--- config.mk ---
export PLATFORM = sky130hd
export DESIGN_NAME = parking_slot_allocator
export DESIGN_NICKNAME = d
export VERILOG_FILES = /design/src/rtl/parking_slot_allocator.sv
export SDC_FILE = /design/constraint.sdc
export NUM_CORES = 1
export LEC_CHECK = 0
export ABC_AREA = 1
export CORE_MARGIN = 10
export CORE_UTILIZATION = 53
export DETAILED_ROUTE_END_ITERATION = 16
export PLACE_DENSITY_LB_ADDON = 0.25
export SYNTH_ARGS = -nofsm -noshare
export SYNTH_HDL_FRONTEND = slang
export SYNTH_SLANG_ARGS = --single-unit
--- constraint.sdc ---
create_clock -name clk -period 7.31 [get_ports clk]
set_input_delay 1.462 -clock clk [delete_from_list [all_inputs] [get_ports clk]]
set_output_delay 1.462 -clock clk [all_outputs]
set_load 0.05 [all_outputs]
--- src/rtl/parking_slot_allocator.sv ---
// parking_slot_allocator
// Purpose : 8-slot parking occupancy tracker. Serves one enter or exit request
//           at a time through an IDLE/EVAL/COMMIT/RESP FSM. The occupancy update
//           goes out through an external next-capacity stage (park_location out,
//           new_capacity back in).
// Latency : accepted grant -> resp_valid 3 cycles later; reject -> 2 cycles later.
// Backpr. : requests are held by the requester until accepted. A request is
//           accepted on a clk edge with req_ready=1, which is only high in IDLE.
//           Exit wins over a simultaneous enter; the enter stays pending.
// Ports   : clk, rst (async, active-high); enter_req, exit_req, exit_slot[2:0];
//           req_ready; park_location[7:0] / new_capacity[7:0] to and from the
//           next-capacity stage; parking_capacity[7:0]; resp_valid, resp_slot[2:0],
//           resp_ok; full, free_count[3:0]; check_err.
// Option  : define PARK_ALLOC_CHECK_EN to verify new_capacity against the
//           expected toggle. On a mismatch: hold occupancy, set sticky check_err,
//           and reject the request.
module parking_slot_allocator (
  input  logic       clk,
  input  logic       rst,
  input  logic       enter_req,
  input  logic       exit_req,
  input  logic [2:0] exit_slot,
  output logic       req_ready,
  output logic [7:0] park_location,
  output logic [7:0] parking_capacity,
  input  logic [7:0] new_capacity,
  output logic       resp_valid,
  output logic [2:0] resp_slot,
  output logic       resp_ok,
  output logic       full,
  output logic [3:0] free_count,
  output logic       check_err
);

  typedef enum logic [1:0] {S_IDLE, S_EVAL, S_COMMIT, S_RESP} state_t;

  state_t     state_q, state_d;
  logic       kind_exit_q, kind_exit_d;
  logic [2:0] slot_q, slot_d;
  logic       ok_q, ok_d;
  logic [7:0] cap_q, cap_d;
  logic       init_q, init_d;   // keeps req_ready low until the first edge after reset
  logic       free_found;
  logic [2:0] free_idx;
  logic [3:0] zero_cnt;
  logic [7:0] commit_mask;

`ifdef PARK_ALLOC_CHECK_EN
  logic       err_q, err_d;
`endif

  // Lowest-index free slot. Scan from high to low so the last hit wins.
  always_comb begin
    free_found = 1'b0;
    free_idx   = 3'd0;
    zero_cnt   = 4'd0;
    for (int i = 7; i >= 0; i--) begin
      if (!cap_q[i]) begin
        free_found = 1'b1;
        free_idx   = 3'(i);
        zero_cnt   = zero_cnt + 4'd1;
      end
    end
  end

  assign commit_mask      = 8'b1 << slot_q;
  assign parking_capacity = cap_q;
  assign full             = (cap_q == 8'hFF);
  assign free_count       = zero_cnt;

  always_comb begin
    state_d       = state_q;
    kind_exit_d   = kind_exit_q;
    slot_d        = slot_q;
    ok_d          = ok_q;
    cap_d         = cap_q;
    init_d        = 1'b1;
`ifdef PARK_ALLOC_CHECK_EN
    err_d         = err_q;
`endif
    park_location = 8'h00;
    resp_valid    = 1'b0;
    req_ready     = (state_q == S_IDLE) && init_q;

    case (state_q)
      S_IDLE: begin
        if (req_ready) begin
          if (exit_req) begin
            kind_exit_d = 1'b1;
            slot_d      = exit_slot;
            state_d     = S_EVAL;
          end else if (enter_req) begin
            kind_exit_d = 1'b0;
            slot_d      = 3'd0;
            state_d     = S_EVAL;
          end
        end
      end
      S_EVAL: begin
        if (kind_exit_q) begin
          // Vacating an already-empty slot is rejected; the slot is still reported.
          if (cap_q[slot_q]) begin
            state_d = S_COMMIT;
          end else begin
            ok_d    = 1'b0;
            state_d = S_RESP;
          end
        end else if (free_found) begin
          slot_d  = free_idx;
          state_d = S_COMMIT;
        end else begin
          slot_d  = 3'd0;
          ok_d    = 1'b0;
          state_d = S_RESP;
        end
      end
      S_COMMIT: begin
        park_location = commit_mask;
        state_d       = S_RESP;
`ifdef PARK_ALLOC_CHECK_EN
        if (new_capacity != (cap_q ^ commit_mask)) begin
          err_d = 1'b1;
          ok_d  = 1'b0;
        end else begin
          cap_d = new_capacity;
          ok_d  = 1'b1;
        end
`else
        cap_d = new_capacity;
        ok_d  = 1'b1;
`endif
      end
      S_RESP: begin
        resp_valid = 1'b1;
        state_d    = S_IDLE;
      end
      default: state_d = S_IDLE;
    endcase
  end

  assign resp_slot = resp_valid ? slot_q : 3'd0;
  assign resp_ok   = resp_valid & ok_q;

`ifdef PARK_ALLOC_CHECK_EN
  assign check_err = err_q;
`else
  assign check_err = 1'b0;
`endif

  always_ff @(posedge clk or posedge rst) begin
    if (rst) begin
      state_q     <= S_IDLE;
      kind_exit_q <= 1'b0;
      slot_q      <= 3'd0;
      ok_q        <= 1'b0;
      cap_q       <= 8'h00;
      init_q      <= 1'b0;
`ifdef PARK_ALLOC_CHECK_EN
      err_q       <= 1'b0;
`endif
    end else begin
      state_q     <= state_d;
      kind_exit_q <= kind_exit_d;
      slot_q      <= slot_d;
      ok_q        <= ok_d;
      cap_q       <= cap_d;
      init_q      <= init_d;
`ifdef PARK_ALLOC_CHECK_EN
      err_q       <= err_d;
`endif
    end
  end

endmodule

# Word level (Yosys, flattened, before mapping)
# Cells that the tools add are included.
[totals]
register_bits = 16
out_inout_bits = 28
elab_cells = 82
[op_classes]
addsub = 7
n_lt_le_gt_ge = 1
n_eq_ne = 9
shifts = 1
n_mux = 48
bitwise_logic = 1
n_reduce_logical = 9
[op_table]
columns = ["cell", "count"]
rows = [
  ["3-bit 2-to-1 mux", 14],
  ["4-bit by 1-bit adder with 4-bit output (second input constant)", 7],
  ["4-bit 2-to-1 mux", 7],
  ["1-bit 2-to-1 mux", 18],
  ["3-bit inequality test (second input constant)", 3],
  ["8-bit == test (second input constant)", 1],
  ["2-bit 2-to-1 mux", 4],
  ["8-bit 2-to-1 mux", 1],
  ["2-bit case mux with 4 select lines", 1],
  ["1-bit by 3-bit << shifter with 8-bit output (first input constant)", 1],
  ["3-bit case mux with 2 select lines", 1],
  ["3-bit AND reduction", 2],
  ["2-bit nonzero test", 3],
  ["2-bit == test (second input constant)", 2],
  ["3-bit by 4-bit < comparator with 1-bit output (second input constant)", 1],
  ["2-bit inequality test (second input constant)", 2],
  ["4-bit AND reduction", 1],
  ["1-bit binary-select mux with 3-bit select", 1],
  ["2-bit by 1-bit == test with 1-bit output (second input constant)", 1],
  ["2-bit zero test", 1],
  ["1-bit case mux with 2 select lines", 1],
  ["2-bit AND reduction", 1],
  ["1-bit bitwise AND", 1],
  ["1-bit logical AND", 1],
]

# Longest topological paths before layout
# Gate-level depths: netlist (run 1).
[depth]
word_depth = 15
depth_mapped = 24
mapped_depth_nobuf = 24

# Worst setup path after synthesis (run 1)
# OpenSTA, ideal clock, no wires.
[synth_timing]
path_type = "reg-to-output"
startpoint = "reg cap_q[6], in the netlist parking_capacity[6]"
endpoint = "out free_count[1]"
arrival_time_ns = 4.102
t_required_ns = 5.848
path_slack_ns = 1.746
path_stages_with_launch = 21
n_path_buf = 0
cell_sequence = "dfrtp_1 -> inv_1 -> ha_1 -> inv_1 -> nand2_1 -> nand2_4 -> inv_2 -> ha_1 -> or2_2 -> nand2_1 -> nand2_1 -> nand3_2 -> nand3_1 -> nand2_1 -> inv_1 -> ha_1 -> nand2_1 -> nand2_2 -> ha_1 -> nor2_1 -> a31oi_1"
[synth_via]
elab_chain_len = 13
[synth_lines]
columns = ["item", "line_no", "source"]
rows = [
  ["from (decl)", "41", "logic [7:0] cap_q, cap_d;"],
  ["from (signal assigned)", "166", "cap_q <= cap_d;"],
  ["4-bit 2-to-1 mux (*)", "58", "if (!cap_q[i]) begin"],
  ["4-bit by 1-bit adder with 4-bit output", "61", "zero_cnt = zero_cnt + 4'd1;"],
  ["4-bit 2-to-1 mux (*)", "58", ""],
  ["4-bit by 1-bit adder with 4-bit output", "61", ""],
  ["4-bit 2-to-1 mux (*)", "58", ""],
  ["4-bit by 1-bit adder with 4-bit output", "61", ""],
  ["4-bit 2-to-1 mux (*)", "58", ""],
  ["4-bit by 1-bit adder with 4-bit output", "61", ""],
  ["4-bit 2-to-1 mux (*)", "58", ""],
  ["4-bit by 1-bit adder with 4-bit output", "61", ""],
  ["4-bit 2-to-1 mux (*)", "58", ""],
  ["4-bit by 1-bit adder with 4-bit output", "61", ""],
  ["4-bit 2-to-1 mux (*)", "58", ""],
  ["to (decl)", "31", "output logic [3:0] free_count,"],
]
# Every way passes the cells marked *; elsewhere a longest branch is shown, timed or not.

# Worst setup path in the final report (run 1)
# Same ends and word-level chain as after synthesis.

==> results of run 1 <==
==> per-layer routing <==
layer  part of all wire [%]  GRT usage, %  vias up
met5                      0             0        -
met1                     42          16.9      745
met3                    5.5          3.26        4
met2                     51          27.1       34
li1                       -             -      875
met4                   0.75          3.71        0
==> logic make-up after synthesis <==
logic type | synth area share (%)
adder cells (fa/ha/maj) | 9.97
AND/OR/NAND/NOR | 43.1
AO/OA/AOI/OAI | 11.9
XOR/XNOR | 0.537
flip-flops | 24.5
other | 0.460
buffers and inverters | 9.51
==> sequential cells by signal, summed over array words and instances (netlist names) <==
| signal | count |
|---|---|
| init_q | 1 |
| kind_exit_q | 1 |
| ok_q | 1 |
| parking_capacity | 8 |
| slot_q | 3 |
| state_q | 2 |
==> area by class of cell <==
type	instances	area (µm²)
repair buffers	41	410
well taps	33	41.3
flip-flops and latches	16	400
multi-input cells	193	1080
fillers	263	928
inverters	33	124
clock buffers	3	22.5
==> critical path, cell delays in order (launching register included) <==
cell and delay, ns:
sky130_fd_sc_hd__dfrtp_1 0.43, sky130_fd_sc_hd__inv_1 0.11, sky130_fd_sc_hd__ha_1 0.38, sky130_fd_sc_hd__inv_1 0.07, sky130_fd_sc_hd__nand2_1 0.10, sky130_fd_sc_hd__nand2_4 0.12, sky130_fd_sc_hd__inv_2 0.05, sky130_fd_sc_hd__ha_1 0.27
sky130_fd_sc_hd__or2_2 0.27, sky130_fd_sc_hd__nand2_1 0.11, sky130_fd_sc_hd__nand2_1 0.08, sky130_fd_sc_hd__nand3_1 0.09, sky130_fd_sc_hd__nand3_1 0.09, sky130_fd_sc_hd__nand2_1 0.09, sky130_fd_sc_hd__inv_1 0.04, sky130_fd_sc_hd__ha_1 0.27
sky130_fd_sc_hd__nand2_1 0.10, sky130_fd_sc_hd__nand2_2 0.08, sky130_fd_sc_hd__ha_1 0.28, sky130_fd_sc_hd__nor2_1 0.03, sky130_fd_sc_hd__a31oi_1 0.14, sky130_fd_sc_hd__clkdlybuf4s50_1 0.82
==> cells in the mapped netlist, types with 3 or more instances <==
| library cell | count |
|---|---|
| sky130_fd_sc_hd__a22oi_1 | 3 |
| sky130_fd_sc_hd__inv_1 | 28 |
| sky130_fd_sc_hd__o22ai_1 | 4 |
| sky130_fd_sc_hd__nor2_1 | 15 |
| sky130_fd_sc_hd__nand2_2 | 13 |
| sky130_fd_sc_hd__nand2_1 | 71 |
| sky130_fd_sc_hd__dfrtp_1 | 16 |
| sky130_fd_sc_hd__nand3_2 | 4 |
| sky130_fd_sc_hd__a21oi_1 | 3 |
| sky130_fd_sc_hd__inv_2 | 5 |
| sky130_fd_sc_hd__nand3_1 | 23 |
| sky130_fd_sc_hd__a31oi_1 | 4 |
| sky130_fd_sc_hd__ha_1 | 13 |
| sky130_fd_sc_hd__nand4_1 | 5 |
| sky130_fd_sc_hd__o21ai_0 | 15 |
| sky130_fd_sc_hd__nor3_1 | 3 |
==> worst paths after layout <==
check / from / end / slack [ns] / cells past startpoint
min reg2reg: ok_q$_DFFE_PP0P_ / ok_q$_DFFE_PP0P_ / 0.52 / 1
max reg2reg: parking_capacity[4]$_DFFE_PP0P_ / ok_q$_DFFE_PP0P_ / 5.55 / 8
max in group asynchronous: rst / parking_capacity[1]$_DFFE_PP0P_ / 5.33 / 2
max: parking_capacity[6]$_DFFE_PP0P_ / free_count[1] / 1.52 / 21
min: ok_q$_DFFE_PP0P_ / ok_q$_DFFE_PP0P_ / 0.52 / 1
min in group asynchronous: rst / ok_q$_DFFE_PP0P_ / 1.56 / 2
==> metrics by stage <==
stage	cell area (µm²)	hold slack, ns	cells
floorplan	1630	0.473	247
finish	2070	0.524	319
CTS	2070	0.527	319
global placement	2050	0.505	316
detailed placement	2050	0.501	316
global route	2070	0.572	319
==> results by group, run 1 <==
Clocking
  • Sink Count: 16
  • Root buffer selected by CTS: sky130_fd_sc_hd__clkbuf_4
  • Maximum level of the CTS H-tree: 1
  • Number of clock buffers inserted by TritonCTS: 3
  • Hold Buf Count CTS: 0
  • Worst-skew pair later-pin latency: 0.29 ns
  • Number of buffers inserted by post-CTS setup repair: 0
  • CTS max path bufs: 2
  • Clock slew seen by the registers of the worst setup and hold paths: 0.10 ns
  • TritonCTS clock tree: yes
  • Resize count post-CTS: 0

Synthesis
  • Mean area per synthesized cell: 6.61 µm²
  • Mapped Area: 0.00163 mm²
  • Synth area leader: sky130_fd_sc_hd__dfrtp_1
  • Net count after synthesis: 275
  • Yosys synthesis warning count: 0
  • Top post-synthesis cells by area: sky130_fd_sc_hd__dfrtp_1, sky130_fd_sc_hd__nand2_1, sky130_fd_sc_hd__ha_1
  • Share of synthesized registers carrying an async set or reset: 100%
  • Share of synthesized area occupied by flip-flops and latches: 24.5%
  • Number of distinct library cells after synthesis: 32
  • Number of instances in the synthesized netlist: 247
  • Yosys top cell area share: 24.5%
  • Number of storage elements in the synthesis netlist: 16
  • Dominant synthesized flop cell: sky130_fd_sc_hd__dfrtp_1
  • Number of synthesized flops with an enable pin: 0

STA
  • Final Cycle Share: 79.2%
  • Setup violation total in the final timing report: 0
  • Post-layout minimum cycle time: 5.79 ns
  • Worst max-slew margin expressed relative to the limit: 56.2%
  • Maximum operating frequency: 0.173 GHz
  • Worst-case clock skew: 0.00499 ns
  • Worst Tran Pin Value: 0.656 ns
  • Max-slew violation count: 0
  • RSZ-0062 raised after global routing: false
  • Final Hold Violating Endpoints: 0
  • Total Negative Setup Slacks: 0 ns
  • Post-route worst setup slack: 1.52 ns

Placement
  • Post-Place Setup Slack: 1.85 ns
  • Detailed placement HPWL: 3410 µm
  • Number of I/O port buffers: 41
  • Routability Congestion: 0.854

Die
  • Die outline height: 75.5 µm
  • Die Outline Area: 0.00570 mm²
  • Number of I/O pins: 43
  • Initial Util: 54.3%
  • Area of the core: 0.00300 mm²
  • X dimension of the die: 75.5 µm
  • Placement Rows: 20

Final layout
  • Final core area utilization: 69.1%
  • Count of inserted antenna diode cells: 0
  • Nets: 316
  • Fraction of final layout cells with drive strength greater than 1: 11.9%
  • Most used cells in the layout excluding fill and tap cells: sky130_fd_sc_hd__nand2_1, sky130_fd_sc_hd__clkdlybuf4s50_1, sky130_fd_sc_hd__inv_1
  • Synth-to-layout area growth: 27.1%
  • Most common library cell in the layout ignoring fill and taps: sky130_fd_sc_hd__nand2_1

GRT
  • Via count of the first global-routing pass: 1,568
  • Maximum number of pins on one net before global-route repair: 20
  • Overall Global Routing Usage: 14.8%
  • Global-route wire length before repair: 6760 µm
  • Number of antenna violations at the first check in global routing: 0
  • Remaining global-route overflow: 0

Worst hold path
  • Class of the tightest hold or removal check: reg -> reg

Critical path
  • Startpoint Class: flip-flop
  • CP arrival: 4.33 ns
  • Required time reported for the critical path endpoint: 5.85 ns
  • Highest fanout seen on the critical path: 5
  • Setup crit end kind: primary output
  • Setup CP Type: reg -> out

Drt
  • Total detailed-routing wirelength: 4130 µm
  • Number of DRC violations after detailed routing: 0
  • Violation count after the first detailed-routing iteration: 107
  • Remaining antenna violation count after routing: 0
  • Wire per inst: 12.9 µm
  • Number of detailed-routing iterations run before antenna repair: 5
  • Average via count per standard cell: 5.20
  • Detailed-route via count: 1,658

Run
  • # Max-Cap Violations: 0

Status
  • Outcome: finished, final reports clean
Power of run 1 is left out: the tool's default activity adds up to more than one toggle a clock period on the data nets, which glitch-free logic cannot reach.
==> inputs of run 2 (changes only) <==
--- a/config.mk
+++ b/config.mk
@@ -7,7 +7,7 @@
 export LEC_CHECK = 0
 export ABC_AREA = 1
 export CORE_MARGIN = 10
-export CORE_UTILIZATION = 53
+export CORE_UTILIZATION = 49
 export DETAILED_ROUTE_END_ITERATION = 16
 export PLACE_DENSITY_LB_ADDON = 0.25
 export SYNTH_ARGS = -nofsm -noshare
==> constraint.sdc (replaced) <==
create_clock -name clk -period 5.6 [get_ports clk]
set_input_delay 1.12 -clock clk [delete_from_list [all_inputs] [get_ports clk]]
set_output_delay 1.12 -clock clk [all_outputs]
set_load 0.05 [all_outputs]
==> run 2 against run 1 <==
Net effect:
- worst hold slack better by 0.015 ns
- sequential cell count is the same
- critical path depth grew 1
- register-to-register slack lost 1.7 ns
- setup slack lost 1.2 ns
- first-iteration DRC count is 36% higher
- routed wire length increased by 2.9%
- die area increased by 6.0%
- via count rose by 2.2%
- final cell count is 3.4% higher
==> results by group, run 2 (synthesis gave the netlist of run 1 again) <==
Final layout
  • Fraction of final layout cells with drive strength greater than 1: 11.9% (unchanged)
  • Filler Cells Inserted: 281 (+6.8%)
  • Flip-flop count of the largest register after layout: 8 (unchanged)
  • Count of inserted antenna diode cells: 0 (unchanged)
  • Nets: 316 (unchanged)
  • Most used cells in the layout excluding fill and tap cells: sky130_fd_sc_hd__nand2_1, sky130_fd_sc_hd__clkdlybuf4s50_1, sky130_fd_sc_hd__inv_1
  • Most common library cell in the layout ignoring fill and taps: sky130_fd_sc_hd__nand2_1
  • Synth-to-layout area growth: 28.3%

STA
  • Setup violation total in the final timing report: 0 (unchanged)
  • Worst max-slew margin expressed relative to the limit: 58.1% (+1.9 points)
  • Post-layout minimum cycle time: 5.27 ns
  • Worst Tran Pin Value: 0.628 ns (-0.0283 ns)
  • Final Hold Violating Endpoints: 0 (unchanged)
  • Worst-case clock skew: 0.00348 ns (-0.00151 ns)
  • Final Cycle Share: 94.1%
  • Maximum operating frequency: 0.190 GHz
  • RSZ-0062 raised after global routing: false
  • Max-slew violation count: 0 (unchanged)
  • Total Negative Setup Slacks: 0 ns (unchanged)

Clocking
  • TritonCTS clock tree: yes
  • Sink Count: 16 (unchanged)
  • Number of clock buffers inserted by TritonCTS: 3 (unchanged)
  • Root buffer selected by CTS: sky130_fd_sc_hd__clkbuf_4
  • Hold Buf Count CTS: 0 (unchanged)
  • Maximum level of the CTS H-tree: 1 (unchanged)
  • CTS max path bufs: 2 (unchanged)
  • Clock slew seen by the registers of the worst setup and hold paths: 0.09 ns (about the same)
  • Worst-skew pair later-pin latency: 0.29 ns (about the same)

Critical path
  • Highest fanout seen on the critical path: 5 (unchanged)
  • Ordered list of cells on the worst path: inv_1 > ha_1 > inv_1 > nand2_1 > nand2_4 > inv_2 > ha_1 > or2_2 > nand2_1 > nand2_1 > nand3_1 > nand3_1 > nand2_1 > inv_1 > ha_1 > nand2_1 > nand2_2 > nand2_2 > nor2_2 > nand3_1 > nand2_1 > clkdlybuf4s50_1
  • Cell with the most instances on the worst path: sky130_fd_sc_hd__nand2_1
  • Slowest cell delay on critical path: 0.80 ns (-0.02 ns)
  • Setup CP Type: reg -> out
  • Startpoint Class: flip-flop
  • Worst r2r path cells: 9 (+1)
  • CP arrival: 4.15 ns (-0.18 ns)
  • Setup crit end kind: primary output
  • Slowest-stage cell, CP: sky130_fd_sc_hd__clkdlybuf4s50_1
  • Required time reported for the critical path endpoint: 4.48 ns (-1.37 ns)

Placement
  • Detailed placement HPWL: 3450 µm (+1.3%)
  • Routability Congestion: 0.886 (+3.7%)
  • Number of I/O port buffers: 41 (unchanged)

GRT
  • Maximum number of pins on one net before global-route repair: 20 (unchanged)
  • Number of antenna violations at the first check in global routing: 0 (unchanged)
  • Remaining global-route overflow: 0 (unchanged)
  • Via count of the first global-routing pass: 1,595 (+1.7%)
  • Overall Global Routing Usage: 13.7% (-1.1 points)
  • Global-route wire length before repair: 7140 µm (+5.7%)

Drt
  • Total detailed-routing wirelength: 4250 µm (+2.9%)
  • Detailed-route via count: 1,694 (+2.2%)
  • Remaining antenna violation count after routing: 0 (unchanged)
  • Number of DRC violations after detailed routing: 0 (unchanged)
  • Violation count after the first detailed-routing iteration: 145 (+36%)
  • Average via count per standard cell: 5.13 (-1.2%)
  • Number of detailed-routing iterations run before antenna repair: 4 (-1)
  • Wire per inst: 12.9 µm (-0.50%)

Status
  • Outcome: finished, final reports clean

Die
  • Number of I/O pins: 43 (unchanged)
  • Placement Rows: 20 (unchanged)
  • Area of the core: 0.00313 mm² (+4.2%)
  • Die Outline Area: 0.00604 mm² (+6.0%)
  • Initial Util: 52.2% (-2.2 points)
  • X dimension of the die: 77.7 µm (+2.9%)
  • Die outline height: 77.7 µm (+2.9%)

Worst hold path
  • Class of the tightest hold or removal check: reg -> reg
  • Worst Hold Depth: 1 (unchanged)

Run
  • # Max-Cap Violations: 0 (unchanged)
## run 2: changes by cell type in the layout (fill, tap and decap cells not counted), sizes merged
cell | before | now
clkdlybuf4s50 | 41 | 39
dlymetal6s2s | 0 | 2
## run 2: what timing repair did
action / 4_1_cts / 5_1_grt
resized for setup: 0 / 2
buffers inserted: 0 / 0
endpoints found under the setup margin: 0 / 2
## run 2: cell type report
| cell class | count | area (µm²) | share of cell area [%] |
|---|---|---|---|
| multi-input combinational | 193 | 1080 | 51.4 |
| timing repair buffer | 41 | 415 | 19.8 |
| inverter | 33 | 124 | 5.92 |
| clock buffer | 3 | 22.5 | 1.08 |
| sequential | 16 | 400 | 19.1 |
| tap | 44 | 55.1 | 2.63 |
## run 2: worst max-delay path, delay by kind of cell (launching register included)
kind | cells | cell delay (ns)
AND/OR/NAND/NOR | 14 | 1.40
flip-flops | 1 | 0.43
buffers and inverters | 5 | 1.10
adder cells (fa/ha/maj) | 3 | 0.93
## run 2: metal layers
metal	global-route usage, %	routed length [µm]	vias up
met5	0	0	-
met4	2.55	19	0
met3	4.84	293	2
met2	21.6	1920	54
met1	17.6	2020	757
li1	-	-	881
## run 2: final timing paths
kind | startpoint | end | slack (ns)
setup reg to reg | parking_capacity[6]$_DFFE_PP0P_ | ok_q$_DFFE_PP0P_ | 3.85
min in group asynchronous | rst | kind_exit_q$_DFFE_PP0P_ | 1.20
hold / removal | ok_q$_DFFE_PP0P_ | ok_q$_DFFE_PP0P_ | 0.54
hold reg to reg | ok_q$_DFFE_PP0P_ | ok_q$_DFFE_PP0P_ | 0.54
max in group asynchronous | rst | parking_capacity[3]$_DFFE_PP0P_ | 3.99
setup / recovery | parking_capacity[6]$_DFFE_PP0P_ | free_count[3] | 0.33
## run 2: through the flow
stage	setup WS [ns]	std cells	instance area (µm²)	utilization (%)	hold slack [ns]
6_report	0.330	330	2090	66.9	0.540
5_1_grt	0.0255	330	2090	66.9	0.577
4_1_cts	0.0949	330	2090	66.8	0.542
3_5_place_dp	0.441	327	2070	66.0	0.522
3_3_place_gp	0.551	327	2070	66.0	0.499
2_1_floorplan	0.378	247	1630	-	0.473
Power of run 2 is left out for the same reason.
==> inputs of run 3 (changes only) <==
--- a/config.mk
+++ b/config.mk
@@ -7,8 +7,9 @@
 export LEC_CHECK = 0
 export ABC_AREA = 1
 export CORE_MARGIN = 10
-export CORE_UTILIZATION = 49
+export CORE_UTILIZATION = 35
 export DETAILED_ROUTE_END_ITERATION = 16
+export GPL_TIMING_DRIVEN = 0
 export PLACE_DENSITY_LB_ADDON = 0.25
 export SYNTH_ARGS = -nofsm -noshare
 export SYNTH_HDL_FRONTEND = slang
==> run 3 against run 2 <==
Net effect:
- design area grew 2.9%
- critical path depth is the same
- first-iteration DRC count shrank 57%
- sequential cell count is the same
==> results by group, run 3 (synthesis gave the netlist of run 1 again) <==
Status
  • Outcome: finished, final reports clean

STA
  • Final Hold Violating Endpoints: 0 (unchanged)
  • Worst Tran Pin Value: 0.655 ns (+0.0276 ns)
  • Total Negative Setup Slacks: 0 ns (unchanged)
  • Max-slew violation count: 0 (unchanged)
  • Worst max-slew margin expressed relative to the limit: 56.3% (-1.8 points)
  • Post-layout minimum cycle time: 5.23 ns (-0.0419 ns)
  • Setup violation total in the final timing report: 0 (unchanged)
  • RSZ-0062 raised after global routing: false
  • Worst-case clock skew: 0.00388 ns (+0.000404 ns)
  • Maximum operating frequency: 0.191 GHz (+0.80%)
  • Final Cycle Share: 93.4% (-0.75 points)

Final layout
  • Synth-to-layout area growth: 32.0%
  • Flip-flop count of the largest register after layout: 8 (unchanged)
  • Combined area of the multi-input logic cells: 0.00108 mm² (unchanged)
  • Reg area: 400 µm² (unchanged)
  • Nets: 321 (+1.6%)
  • Fraction of final layout cells with drive strength greater than 1: 12.7% (+0.83 points)
  • Most used cells in the layout excluding fill and tap cells: sky130_fd_sc_hd__nand2_1, sky130_fd_sc_hd__clkdlybuf4s50_1, sky130_fd_sc_hd__inv_1
  • Count of inserted antenna diode cells: 0 (unchanged)
  • Most common library cell in the layout ignoring fill and taps: sky130_fd_sc_hd__nand2_1
  • Filler Cells Inserted: 459 (+63%)

Critical path
  • Setup crit end kind: primary output
  • Setup CP Type: reg -> out
  • CP arrival: 4.11 ns (-0.04 ns)
  • Worst reg2reg endpoint: ok_q$_DFFE_PP0P_
  • FF-to-FF setup slack: 3.80 ns (-0.05 ns)
  • Startpoint Class: flip-flop
  • Startpoint of the worst register-to-register path: parking_capacity[4]$_DFFE_PP0P_
  • Worst r2r path cells: 9 (unchanged)
  • Highest fanout seen on the critical path: 5 (unchanged)
  • Required time reported for the critical path endpoint: 4.48 ns (about the same)

Die
  • X dimension of the die: 88.3 µm (+14%)
  • Area of the core: 0.00444 mm² (+42%)
  • Die outline height: 88.3 µm (+14%)
  • Number of I/O pins: 43 (unchanged)
  • Placement Rows: 24 (+20%)
  • Die Outline Area: 0.00779 mm² (+29%)
  • Initial Util: 36.7% (-15 points)

GRT
  • Remaining global-route overflow: 0 (unchanged)
  • Maximum number of pins on one net before global-route repair: 17 (-15%)
  • Number of antenna violations at the first check in global routing: 0 (unchanged)
  • Global-route wire length before repair: 7510 µm (+5.2%)
  • Overall Global Routing Usage: 11.5% (-2.2 points)
  • Via count of the first global-routing pass: 1,723 (+8.0%)

Placement
  • Number of I/O port buffers: 41 (unchanged)
  • Routability Congestion: 0.824 (-7.0%)
  • Detailed placement HPWL: 3650 µm (+5.9%)

Drt
  • Detailed-route via count: 1,702 (+0.47%)
  • Number of DRC violations after detailed routing: 0 (unchanged)
  • Wire per inst: 12.8 µm (-0.41%)
  • Average via count per standard cell: 4.96 (-3.3%)
  • Total detailed-routing wirelength: 4400 µm (+3.5%)
  • Violation count after the first detailed-routing iteration: 62 (-57%)
  • Number of detailed-routing iterations run before antenna repair: 4 (unchanged)
  • Remaining antenna violation count after routing: 0 (unchanged)

Clocking
  • Number of buffers inserted by post-CTS setup repair: 0 (unchanged)
  • Sink Count: 16 (unchanged)
  • Hold Buf Count CTS: 0 (unchanged)
  • Clock slew seen by the registers of the worst setup and hold paths: 0.06 ns (-0.03 ns)
  • Worst-skew pair later-pin latency: 0.24 ns (-0.05 ns)
  • Root buffer selected by CTS: sky130_fd_sc_hd__clkbuf_8
  • Maximum level of the CTS H-tree: 1 (unchanged)
  • Number of clock buffers inserted by TritonCTS: 3 (unchanged)
  • CTS max path bufs: 2 (unchanged)
  • TritonCTS clock tree: yes

Worst hold path
  • Endpoint of the worst hold path: ok_q$_DFFE_PP0P_
  • Class of the tightest hold or removal check: reg -> reg
  • Worst Hold Depth: 1 (unchanged)
  • Hold path startpoint: ok_q$_DFFE_PP0P_

Run
  • # Max-Cap Violations: 0 (unchanged)
[run 3: stage by stage]
step | worst slack, ns | hold slack, ns | instance area, µm² | utilization [%] | instances
finish | 0.372 | 0.546 | 2150 | 48.5 | 343
CTS | 0.120 | 0.539 | 2150 | 48.3 | 343
detailed placement | 0.394 | 0.514 | 2110 | 47.4 | 340
global route | 0.0319 | 0.545 | 2150 | 48.5 | 343
floorplan | 0.378 | 0.473 | 1630 | - | 247
global placement | 0.460 | 0.537 | 2110 | 47.4 | 340
[run 3: layout make-up]
| type | count | area share, % |
|---|---|---|
| repair buffers | 41 | 19.3 |
| multi-input cells | 193 | 50.0 |
| plain buffers | 5 | 1.45 |
| flip-flops and latches | 16 | 18.6 |
| inverters | 33 | 5.75 |
| clock buffers | 3 | 1.92 |
| well taps | 52 | 3.02 |
[run 3: timing repair]
action                                 4_1_cts  5_1_grt
setup endpoints to repair                    0        2
endpoints found under the hold margin        0        0
gates resized for setup                      0        2
[run 3: worst max-delay path by stage]
stage,from,to,slack (ns),depth (start not counted)
after floorplan,parking_capacity[6]$_DFFE_PP0P_,free_count[1],0.38,20
after global placement,parking_capacity[6]$_DFFE_PP0P_,free_count[1],0.46,21
after detailed placement,parking_capacity[6]$_DFFE_PP0P_,free_count[1],0.39,21
after CTS,parking_capacity[6]$_DFFE_PP0P_,free_count[1],0.12,21
after global routing,parking_capacity[6]$_DFFE_PP0P_,free_count[3],0.03,23
final,parking_capacity[6]$_DFFE_PP0P_,free_count[3],0.37,22
[run 3: metal layers]
metal	wire, µm	GRT usage [%]	up-vias
met3	210	2.67	4
met2	2250	21.4	24
met5	0	0	-
met1	1900	12.8	783
li1	-	-	891
met4	29	2.79	0
[run 3: worst max-delay path, stage by stage (launching register included)]
cell and delay [ns]:
sky130_fd_sc_hd__dfrtp_1 0.42, sky130_fd_sc_hd__inv_1 0.13, sky130_fd_sc_hd__ha_1 0.38, sky130_fd_sc_hd__inv_1 0.07
sky130_fd_sc_hd__nand2_1 0.10, sky130_fd_sc_hd__nand2_4 0.12, sky130_fd_sc_hd__inv_2 0.05, sky130_fd_sc_hd__ha_1 0.28
sky130_fd_sc_hd__or2_2 0.27, sky130_fd_sc_hd__nand2_1 0.11, sky130_fd_sc_hd__nand2_1 0.08, sky130_fd_sc_hd__nand3_1 0.07
sky130_fd_sc_hd__nand3_1 0.10, sky130_fd_sc_hd__nand2_1 0.10, sky130_fd_sc_hd__inv_1 0.05, sky130_fd_sc_hd__ha_1 0.27
sky130_fd_sc_hd__nand2_1 0.07, sky130_fd_sc_hd__nand2_2 0.11, sky130_fd_sc_hd__nand2_2 0.05, sky130_fd_sc_hd__nor2_2 0.09
sky130_fd_sc_hd__nand3_1 0.07, sky130_fd_sc_hd__nand2_1 0.06, sky130_fd_sc_hd__clkdlybuf4s50_1 0.79
Power of run 3 is left out for the same reason.
==> RTL change 1 (flow settings as in run 3) <==
The 4 states of `state_t` get a one-hot encoding in 4 bits.
--- a/src/rtl/parking_slot_allocator.sv
+++ b/src/rtl/parking_slot_allocator.sv
@@ -32,7 +32,7 @@
   output logic       check_err
 );
 
-  typedef enum logic [1:0] {S_IDLE, S_EVAL, S_COMMIT, S_RESP} state_t;
+  typedef enum logic [3:0] {S_IDLE = 4'b0001, S_EVAL = 4'b0010, S_COMMIT = 4'b0100, S_RESP = 4'b1000} state_t;
 
   state_t     state_q, state_d;
   logic       kind_exit_q, kind_exit_d;
Check against the original RTL: same outputs for any inputs over 10 cycles, from zero or initial values and one cycle with rst high; not proved beyond that.
==> RTL change 1 against run 3 <==
  * Die area is 1.1% lower
  * Largest cell class unchanged
  * Via count shrank 4.0%
  * Setup slack improved by 20 ps
  * Cell area fell by 1.2%
  * Sequential cell count increased by 2
  * Global-route usage increased by 0.43 points
  * Synthesized area shrank 1.4%
  * Routed wire length is essentially flat
  * Critical path depth is the same
  * Count of clock-buffer cells in the layout is 1 higher
Power is left out: the tool's default activity adds up to more than one toggle a clock period on the data nets, which glitch-free logic cannot reach.
==> RTL change 1: results <==
setup_path:
  slowest_stage: "dfrtp_1"
  ff2ff_path_depth: 10
  cp_top_family: "adder cells"
  crit_path_end: "free_count[2]"
  cp.arrival_ps: 4090
  r2r-start: "parking_capacity[5]$_DFFE_PP0P_"
  rrSetupSlack_ps: 3870
  critPathMaxStageDelay_ps: 430
final_layout:
  nClkBuffers: 4
  drive_gt1_share_pct: 14.0
  nMultiInputCombCells: 182
  fin_nets: 318
  clk_share_pct: 2.59
  seq_cells: 18
  regArea_sq_um: 452
  multi_input_area_share_pct: 45.4
  final_cells: 345
  fill_cells: 451
  buf_share_pct: 20.2
detailed_routing:
  drt_iter0_markers: 93
  drt-total-wl_mm: 4.40
  detail_route.vias_per_cell: 4.74
placed_design:
  dp.cells: 341
  gp_congestion: 0.800
timing:
  whs_ps: 473
  max_freq_mhz: 192
  slew_headroom_pct: 51.0
run_status:
  outcome: "finished clean"
global_routing:
  grt_pass1_vias: 1698
  track_usage_pct: 11.9
  grt_max_degree: 19
clock_tree:
  clk_pin_slew_ps: 80
synthesis:
  yosys-top-cells-count: "nand2_1, inv_1, nor2_1"
  synth_area_leaders: "dfrtp_1, nand2_1, inv_1"
  synth_xor_area_share_pct: 1.09
  synth_compound_area_share_pct: 10.3
  syn_area_per_cell_sq_um: 6.49
  syn-num-nets: 272
hold_path:
  whs_path_depth: 2
[RTL change 1: layer usage]
layer  vias up  wire length [um]  global-route usage, %
li1        863                 -                      -
met1       731              1970                   13.4
met2        36              2090                   20.8
met3         4               299                   4.09
met4         0                32                   3.19
met5         -                 0                      0
[RTL change 1: per-stage QoR]
| stage | cell area [sq um] | util (%) |
|---|---|---|
| after global routing | 2130 | 48.2 |
| after global placement | 2080 | 47.2 |
| final | 2130 | 48.2 |
| after CTS | 2140 | 48.4 |
| after detailed placement | 2080 | 47.2 |
| after floorplan | 1610 | - |
[RTL change 1: timing repair]
action / 4_1_cts / 5_1_grt
gates resized for setup: 3 / 8
setup endpoints to repair: 3 / 3
setup buffers: 0 / 0
hold endpoints to repair: 0 / 0
[RTL change 1: worst min-delay path, delay by kind of cell, from the launching register on]
family / cells / cell delay [ps]
DFF: 1 / 340
and+or+nand+nor: 2 / 100
==> RTL change 2 (settings of run 3) <==
Made on the original files. Add a define of `PARK_ALLOC_CHECK_EN`.
--- a/src/rtl/parking_slot_allocator.sv
+++ b/src/rtl/parking_slot_allocator.sv
@@ -14,6 +14,8 @@
 // Option  : define PARK_ALLOC_CHECK_EN to verify new_capacity against the
 //           expected toggle. On a mismatch: hold occupancy, set sticky check_err,
 //           and reject the request.
+`define PARK_ALLOC_CHECK_EN
+
 module parking_slot_allocator (
   input  logic       clk,
   input  logic       rst,
Check against the original RTL: not equivalent (Yosys sat finds a counterexample within 10 cycles, from zero or initial values and one cycle with rst high).
==> RTL change 2 against run 3 <==
  * Setup slack improved by 120 ps
  * Synthesized area rose by 21%
  * Sequential cell count grew 1
  * Largest cell class unchanged
  * Cell area increased by 17%
  * Utilization fell by 2.7 points
  * Routed wire length grew 25%
  * Non-clock buffer count rose by 3
  * Final cell count rose by 24%
Power is left out: the tool's default activity adds up to more than one toggle a clock period on the data nets, which glitch-free logic cannot reach.
==> RTL change 2: results <==
run_status:
  outcome: "finished clean"
synthesis:
  async_flop_share_pct: 100
  syn-num-nets: 335
  syn_area_per_cell_sq_um: 6.46
  synth-seq-area-share_pct: 21.5
  yosysWarnings: 0
  yosys-top-cells-count: "nand2_1, nand3_1, inv_1"
  synth_cell_type_count: 38
  synth_area_leaders: "dfrtp_1, nand2_1, nand3_1"
final_layout:
  antennaDiodeCount: 0
  largest_reg_flops: 8
  drive_gt1_share_pct: 13.6
  fill_cells: 584
  fin_nets: 382
detailed_routing:
  via_count: 2067
  detail_route.vias_per_cell: 4.88
  drt_iter0_markers: 125
  drt_pass1_iterations: 4
  wl_per_cell_um: 12.9
clock_tree:
  numCtsBuffers: 3
  clk_pin_slew_ps: 70
  root_buffer: "clkbuf_8"
  post-cts-setup-buffer-count: 0
  worstSkewPairLatency_ps: 260
  htree_num_levels: 1
  clk_path_buf_depth: 2
global_routing:
  grt_max_degree: 18
  grt_pass1_wl_mm: 9.42
  antenna_found_initial: 0
  track_usage_pct: 12.6
  grt_pass1_vias: 1936
timing:
  finClkSkew_ps: 2.55
  worst_slew_pin_slew_ps: 696
placed_design:
  dpl_worst_slack_ps: 250
  portBuffers: 42
  gp_congestion: 0.845
  dp.cells: 420
  dp_hpwl_mm: 4.45
setup_path:
  crit_fanout: 6
  slowest_stage: "dfrtp_1"
  critPathMaxStageDelay_ps: 480
  crit_start: "parking_capacity[6]$_DFFE_PP0P_"
  r2r-start: "parking_capacity[4]$_DFFE_PP0P_"
hold_path:
  hold_start: "check_err$_DFFE_PP0P_"
  hp-class: "reg2reg"
[RTL change 2: cell type report]
type                            instances  area, sq um  share of cell area, %
Tap cell                               72         90.1                   3.57
Inverter                               41          156                   6.20
Clock buffer                            3         41.3                   1.64
Clock inverter                          1         7.51                  0.298
Buffer                                  7         42.5                   1.69
Sequential cell                        17          425                   16.9
Multi-Input combinational cell        241         1350                   53.6
Timing Repair Buffer                   42          405                   16.1
[RTL change 2: final timing paths]
path | cells past startpoint | slack (ps) | endpoint
setup reg to reg | 10 | 3630 | ok_q$_DFFE_PP0P_
setup / recovery | 20 | 500 | free_count[1]
hold reg to reg | 1 | 460 | check_err$_DFFE_PP0P_
max in group asynchronous | 2 | 3900 | parking_capacity[3]$_DFFE_PP0P_
hold / removal | 1 | 460 | check_err$_DFFE_PP0P_
min in group asynchronous | 2 | 1260 | init_q$_DFF_PP0_
[RTL change 2: layer usage]
layer | share of wire (%) | GRT usage [%]
met3 | 6.8 | 3.14
met5 | 0 | 0
met1 | 47 | 16.6
met2 | 45 | 20.6
met4 | 0.44 | 1.87
[RTL change 2: worst max-delay path, delay by kind of cell, from the launching register on]
family	cells	cell delay [ps]
and+or+nand+nor	10	1220
DFF	1	480
adders and majority gates	4	1290
buffers and inverters	4	570
AOI/OAI and AO/OA	2	180
[RTL change 2: per-stage QoR]
stage               hold WS, ps  utilization [%]  cell area, sq um
finish                      459             45.8              2520
detailed placement          447             45.2              2490
CTS                         464             46.0              2530
global placement            447             45.2              2490
floorplan                   476                -              1980
global route                495             45.8              2520
[RTL change 2: cell families (layout without fill, tap and decap cells)]
kind of cell    Yosys count  in the layout  synth area share [%]
xor+xnor                 18             18                  7.97
fa+ha+maj                14             14                  8.86
compound gates           35             35                  10.6
simple gates            173            173                  40.8
other cells               1              1                 0.190
buf+inv                  48             94                  10.1
flops                    17             17                  21.5
[RTL change 2: what timing repair did]
action	4_1_cts	5_1_grt
setup endpoints to repair	2	3
resized for setup	2	7
pin swaps	0	0
gates cloned	0	0
